## src/rtl/gps_msg_timing.sv

```systemverilog
// gps_msg_timing: chip/epoch/bit timing generator and MSB-first navigation
// message serialiser feeding gps_gen_core (chip strobe -> ena_in, bit -> msg_in).
module gps_msg_timing #(
    parameter int         CLK_PER_CHIP    = 16,
    parameter int         CHIPS_PER_EPOCH = 1023,
    parameter int         EPOCHS_PER_BIT  = 20,
    parameter logic [7:0] PRESET_WORD     = 8'h8B
) (
    input  logic       clk_in,
    input  logic       rst_in_n,
    input  logic       run_in,
    input  logic       use_msg_preset_in,
    input  logic [7:0] msg_data_in,
    input  logic       msg_valid_in,
    output logic       msg_ready_out,
    output logic       chip_ena_out,
    output logic       epoch_out,
    output logic       bit_edge_out,
    output logic       msg_bit_out,
    output logic       underrun_out
);

    localparam int DIV_W   = (CLK_PER_CHIP    > 1) ? $clog2(CLK_PER_CHIP)    : 1;
    localparam int CHIP_W  = (CHIPS_PER_EPOCH > 1) ? $clog2(CHIPS_PER_EPOCH) : 1;
    localparam int EPOCH_W = (EPOCHS_PER_BIT  > 1) ? $clog2(EPOCHS_PER_BIT)  : 1;

    localparam logic [DIV_W-1:0]   DIV_LAST   = DIV_W'(CLK_PER_CHIP - 1);
    localparam logic [CHIP_W-1:0]  CHIP_LAST  = CHIP_W'(CHIPS_PER_EPOCH - 1);
    localparam logic [EPOCH_W-1:0] EPOCH_LAST = EPOCH_W'(EPOCHS_PER_BIT - 1);

    typedef enum logic [1:0] {
        IDLE = 2'd0,
        LOAD = 2'd1,
        RUN  = 2'd2
    } state_t;

    state_t state;
    state_t state_next;

    logic [DIV_W-1:0]   div_cnt;
    logic [CHIP_W-1:0]  chip_cnt;
    logic [EPOCH_W-1:0] epoch_cnt;
    logic [7:0]         shift_reg;
    logic [2:0]         bit_idx;
    logic [7:0]         hold_data;
    logic               hold_full;

    logic       in_run;
    logic       chip_ena;
    logic       epoch;
    logic       bit_edge;
    logic       load_now;
    logic       take_hold;
    logic       accept;
    logic [7:0] load_word;

    // Strobes are decoded straight from the registered counters so they
    // vanish the instant the state register leaves RUN (including async reset).
    assign in_run   = (state == RUN);
    assign chip_ena = in_run & (div_cnt == DIV_LAST);
    assign epoch    = chip_ena & (chip_cnt == CHIP_LAST);
    assign bit_edge = epoch & (epoch_cnt == EPOCH_LAST);

    // A byte is fetched in LOAD and at the edge closing the eighth bit.
    // Dropping run_in wins over a load so a queued byte is never consumed
    // on the way back to IDLE.
    assign load_now  = run_in & ((state == LOAD) | (bit_edge & (bit_idx == 3'd7)));
    assign take_hold = load_now & ~use_msg_preset_in & hold_full;
    assign load_word = (~use_msg_preset_in & hold_full) ? hold_data : PRESET_WORD;
    assign accept    = msg_valid_in & ~hold_full;

    assign chip_ena_out  = chip_ena;
    assign epoch_out     = epoch;
    assign bit_edge_out  = bit_edge;
    assign msg_bit_out   = shift_reg[7];
    assign msg_ready_out = ~hold_full;
    assign underrun_out  = load_now & ~use_msg_preset_in & ~hold_full;

    // State register.
    always_ff @(posedge clk_in or negedge rst_in_n) begin
        if (!rst_in_n) begin
            state <= IDLE;
        end else begin
            state <= state_next;
        end
    end

    // Next-state logic: run_in low forces IDLE from any state.
    always_comb begin
        state_next = state;
        if (!run_in) begin
            state_next = IDLE;
        end else begin
            case (state)
                IDLE:    state_next = LOAD;
                LOAD:    state_next = RUN;
                RUN:     state_next = RUN;
                default: state_next = IDLE;
            endcase
        end
    end

    // Clock divider, chip and epoch counters; cleared whenever we head to IDLE.
    always_ff @(posedge clk_in or negedge rst_in_n) begin
        if (!rst_in_n) begin
            div_cnt   <= '0;
            chip_cnt  <= '0;
            epoch_cnt <= '0;
        end else if (!run_in) begin
            div_cnt   <= '0;
            chip_cnt  <= '0;
            epoch_cnt <= '0;
        end else if (in_run) begin
            div_cnt <= (div_cnt == DIV_LAST) ? '0 : div_cnt + DIV_W'(1);
            if (chip_ena) begin
                chip_cnt <= (chip_cnt == CHIP_LAST) ? '0 : chip_cnt + CHIP_W'(1);
            end
            if (epoch) begin
                epoch_cnt <= (epoch_cnt == EPOCH_LAST) ? '0 : epoch_cnt + EPOCH_W'(1);
            end
        end
    end

    // Message shift register and bit index; zeroed outside a run so the
    // bit output idles low.
    always_ff @(posedge clk_in or negedge rst_in_n) begin
        if (!rst_in_n) begin
            shift_reg <= '0;
            bit_idx   <= '0;
        end else if (!run_in) begin
            shift_reg <= '0;
            bit_idx   <= '0;
        end else if (load_now) begin
            shift_reg <= load_word;
            bit_idx   <= '0;
        end else if (bit_edge) begin
            shift_reg <= {shift_reg[6:0], 1'b0};
            bit_idx   <= bit_idx + 3'd1;
        end
    end

    // Holding-register full flag; a write and a consume never coincide
    // because writes are only accepted while empty.
    always_ff @(posedge clk_in or negedge rst_in_n) begin
        if (!rst_in_n) begin
            hold_full <= 1'b0;
        end else if (accept) begin
            hold_full <= 1'b1;
        end else if (take_hold) begin
            hold_full <= 1'b0;
        end
    end

    // Holding-register payload; only meaningful while hold_full is set.
    always_ff @(posedge clk_in) begin
        if (accept) begin
            hold_data <= msg_data_in;
        end
    end

endmodule

```

## config.mk

```make
export PLATFORM = sky130hd
export DESIGN_NAME = gps_msg_timing
export DESIGN_NICKNAME = d
export VERILOG_FILES = /design/src/rtl/gps_msg_timing.sv
export SDC_FILE = /design/constraint.sdc
export NUM_CORES = 1
export LEC_CHECK = 0
export BUFFER_PORTS_ARGS = -buffer_cell sky130_fd_sc_hd__buf_2
export CAP_MARGIN = 20
export CORE_UTILIZATION = 53
export DETAILED_ROUTE_END_ITERATION = 8
export GPL_TIMING_DRIVEN = 1
export PLACE_DENSITY = 0.78
export SETUP_SLACK_MARGIN = 0.3
export SLEW_MARGIN = 40
export SYNTH_ARGS = -nofsm -noshare
export SYNTH_HDL_FRONTEND = slang
export SYNTH_SLANG_ARGS = --single-unit
```

## constraint.sdc

```tcl
create_clock -name clk_in -period 1.9 [get_ports clk_in]
set_input_delay 0.095 -clock clk_in [delete_from_list [all_inputs] [get_ports clk_in]]
set_output_delay 0.095 -clock clk_in [all_outputs]
set_load 0.05 [all_outputs]
```

==> metrics.md <==
| Metric | Value |
|---|---|
| Critical path peak fanout | 3 |
| Antenna violations before repair | 0 |
| DR DRC count | 0 |
| Final ANT Viol Nets | 0 |
| Die Height | 64.5 um |
| Port buffer count | 18 |
| # diodes | 0 |
| Syn avg cell area | 11.2 sq um |
| Tcrit/Tclk final | 1.05 |
| First-pass GRT wire length | 6880 um |
| Combinational share of power | 0.173 |
| Worst hold path type | in -> reg |
| Power Density | 684 mW/mm^2 |
| Total wire length | 4350 um |
| CTS tree | yes |
| Clock Power Share | 0.304 |
| Kind of critical path | reg -> out |
| Critical path cell sequence | inv_1 -> ha_1 -> and4_1 -> and4_4 -> a31o_4 -> nand2_4 -> nor3_4 -> buf_6 |
| Critical R2R Launch | chip_cnt[0]$_DFFE_PN0P_ |
| Number of buffers created by CTS | 5 |
| Reg2reg end | shift_reg[1]$_DFFE_PN0P_ |
| DR WL/cell | 15.2 um |
| CP Launch Type | flip-flop |
| Vias in the first global route | 1531 |
| Hold depth | 3 |
| FF-to-FF setup slack | -0.04 ns |
| Final-report max-slew violation count | 0 |
| Full die area | 0.00416 sq mm |
| Final Net Count | 259 |
| Root Buffer | clkbuf_8 |
| Critical-path top delay cell | dfrtp_1 |
| Ys Warns | 0 |
| Initial Util | 0.557 |
| CP max stage delay | 0.38 ns |
| CP arrival | 1.90 ns |
| Placer congestion estimate | 0.814 |
| Die width | 64.5 um |
| Synth Cell Area | 0.00207 sq mm |
| Share of cells above drive strength 1 | 0.294 |
| Worst Slack Setup Final | -0.0921 ns |
| Layout Cells excl Fill | 286 |
| Status | complete, but fails checks |
| Crit path required time | 1.80 ns |
| Leak Pwr | 1.21 nW |
| Vias per cell | 5.33 |
| Std cell rows | 22 |
| Max VDD drop | 0.000642 V |
| Clock sinks | 41 |
| #FFs+latches synth | 41 |
| Boundary Pins | 19 |
| R2R cell count | 9 |
| Total global routing overflow | 0 |
| Async S/R FF share, synth | 0.805 |
| Psw | 0.500 mW |
| RSZ-0062 raised after global routing | yes |
| Top_reg_cell synth | dfrtp_1 |
| Min Tclk post-route | 1.99 ns |
| Worst Tran Pin Value | 0.609 ns |
| Clock latency on the worst-skew pair | 0.30 ns |
| Cell variety after synth | 40 |
| Dpl cells | 252 |
| Multi-input gate area | 0.00102 sq mm |
| Post-synth top area share | 0.399 |
| Setup crit end | underrun_out |
| CP Buf/Inv Count | 2 |
| Top cells by instance count after synthesis | dfrtp_1 (33), nand2_1 (16), nor2_1 (12) |
| Fin. Hold Viols | 0 |
| Max-cap violations | 0 |
| Detailed placement HPWL | 2700 um |
| Leading area contributor after synthesis | dfrtp_1 |
| Crit path capture type | primary output |
| Initial DRC Count | 45 |
| Max frequency | 502 MHz |
| P_int | 1.34 mW |
| Failing checks | setup timing |
| CP top delay family | simple AND/OR/NAND/NOR gates |
| Largest register FFs | 10 |
| Fin util | 0.724 |
| Drt pass-1 iters | 4 |
| GR Util All Layers | 0.220 |
| Worst Hold Margin | 0.0862 ns |
| Ranking of synthesized cells by area | dfrtp_1 (40%), edfxtp_1 (12%), ha_1 (5.4%), mux2i_1 (4.8%), and2_1 (3.0%) |
| Mapped Nets | 206 |
| Sequential cell area | 0.00107 sq mm |
| Vias | 1523 |
| Seq pwr share | 0.524 |
| Bufs on Longest Clock Path | 2 |
| Max_slew headroom | 0.593 |
| Switch share | 0.272 |
| Clock skew | 0.00702 ns |
| Pin count of the biggest net entering global routing | 34 |
| Cells after Synth | 184 |
| Sequential area share after synthesis | 0.515 |
| Place WS | -0.00106 ns |
| Syn-to-layout area delta | 30.0% |
| Most common cell in the netlist | dfrtp_1 |
| Total Neg Setup Slack | -0.230 ns |
| CTS H-Tree Depth | 2 |
| EDFF count, synth | 8 |
| CTS clk-pin slew, worst paths | 0.08 ns |
| Fillers | 247 |
| Core footprint | 0.00372 sq mm |
| CP startpoint | chip_cnt[0]$_DFFE_PN0P_ |
| Endpoints failing setup | 8 |
| Critical path depth | 8 |
## per-stage QoR
stage / power (mW) / instance area [sq um]
floorplan: 1.17 / 2130
global placement: 1.21 / 2270
detailed placement: 1.23 / 2270
CTS: 1.83 / 2570
global route: 1.91 / 2690
finish: 1.84 / 2690
## repair_timing
item,in CTS,in global routing
endpoints found under the setup margin,25,28
hold buffers,9,0
pin swaps,6,13
setup buffers,10,7
resized for setup,13,13
hold endpoints to repair,41,0
## how the worst min path moves through the flow
| stage | start | endpoint | slack (ns) |
|---|---|---|---|
| floorplan | rst_in_n | bit_idx[0]$_DFFE_PN0P_ | -0.20 |
| global placement | rst_in_n | chip_cnt[7]$_DFFE_PN0P_ | 0.18 |
| detailed placement | rst_in_n | chip_cnt[7]$_DFFE_PN0P_ | 0.20 |
| CTS | msg_valid_in | hold_full$_DFFE_PN0P_ | 0.08 |
| global route | msg_valid_in | hold_full$_DFFE_PN0P_ | 0.09 |
| finish | msg_valid_in | hold_full$_DFFE_PN0P_ | 0.09 |
## final cells by class
type,instances,area share
Sequential cell,41,0.396
Inverter,7,0.0139
Tap cell,48,0.0223
Timing Repair Buffer,51,0.158
Clock inverter,3,0.00651
Multi-Input combinational cell,131,0.378
Clock buffer,5,0.0256
## tightest hold or removal path, cell delays in order
cell	delay (ns)
buf_2	0.11
nor2_1	0.09
a31oi_1	0.05
## metal layers
metal / part of all wire / vias up / track usage
met5: 0 / - / 0
met4: 0.0087 / 0 / 0.0750
met2: 0.53 / 16 / 0.362
met1: 0.44 / 757 / 0.280
met3: 0.023 / 4 / 0.0599
li1: - / 746 / -
## cells in the final DEF (no fill, tap or decap), types with 2 or more instances in the layout
cell type,n
a21boi_1,3
a21oi_1,4
a21oi_2,2
a22oi_1,2
a31oi_1,2
and2_1,10
and4_1,3
buf_12,2
buf_2,13
buf_4,21
buf_6,3
buf_8,2
clkbuf_8,5
dfrtp_1,33
dlygate4sd3_1,9
edfxtp_1,8
ha_1,6
ha_4,2
inv_1,4
mux2i_1,9
nand2_1,14
nand2_4,3
nand2b_1,2
nand3_1,5
nand3b_1,3
nand4_1,2
nor2_1,11
nor2b_1,8
o21ai_0,3
o2bb2ai_1,6
or3_1,5
xnor2_1,6
xor2_1,4
## kinds of logic (layout without fill, tap and decap cells)
kind of cell               Yosys count  count (layout)  synth area share
AOI/OAI and AO/OA                   28              28            0.0967
xor gates and xnor gates            10              10            0.0423
adders and majority gates            9               9            0.0544
buffers and inverters               12              66            0.0399
DFF                                 41              41             0.515
muxes                               10              10            0.0484
and+or+nand+nor                     74              74             0.203
## power groups by stage
stage	clock network (mW)	logic (mW)	registers, mW
finish	0.559	0.318	0.964
global route	0.599	0.345	0.967
CTS	0.568	0.300	0.960
detailed placement	0	0.248	0.978
global placement	0	0.235	0.975
floorplan	0	0.193	0.976
Note: power is estimated with default switching activity, not from simulation.
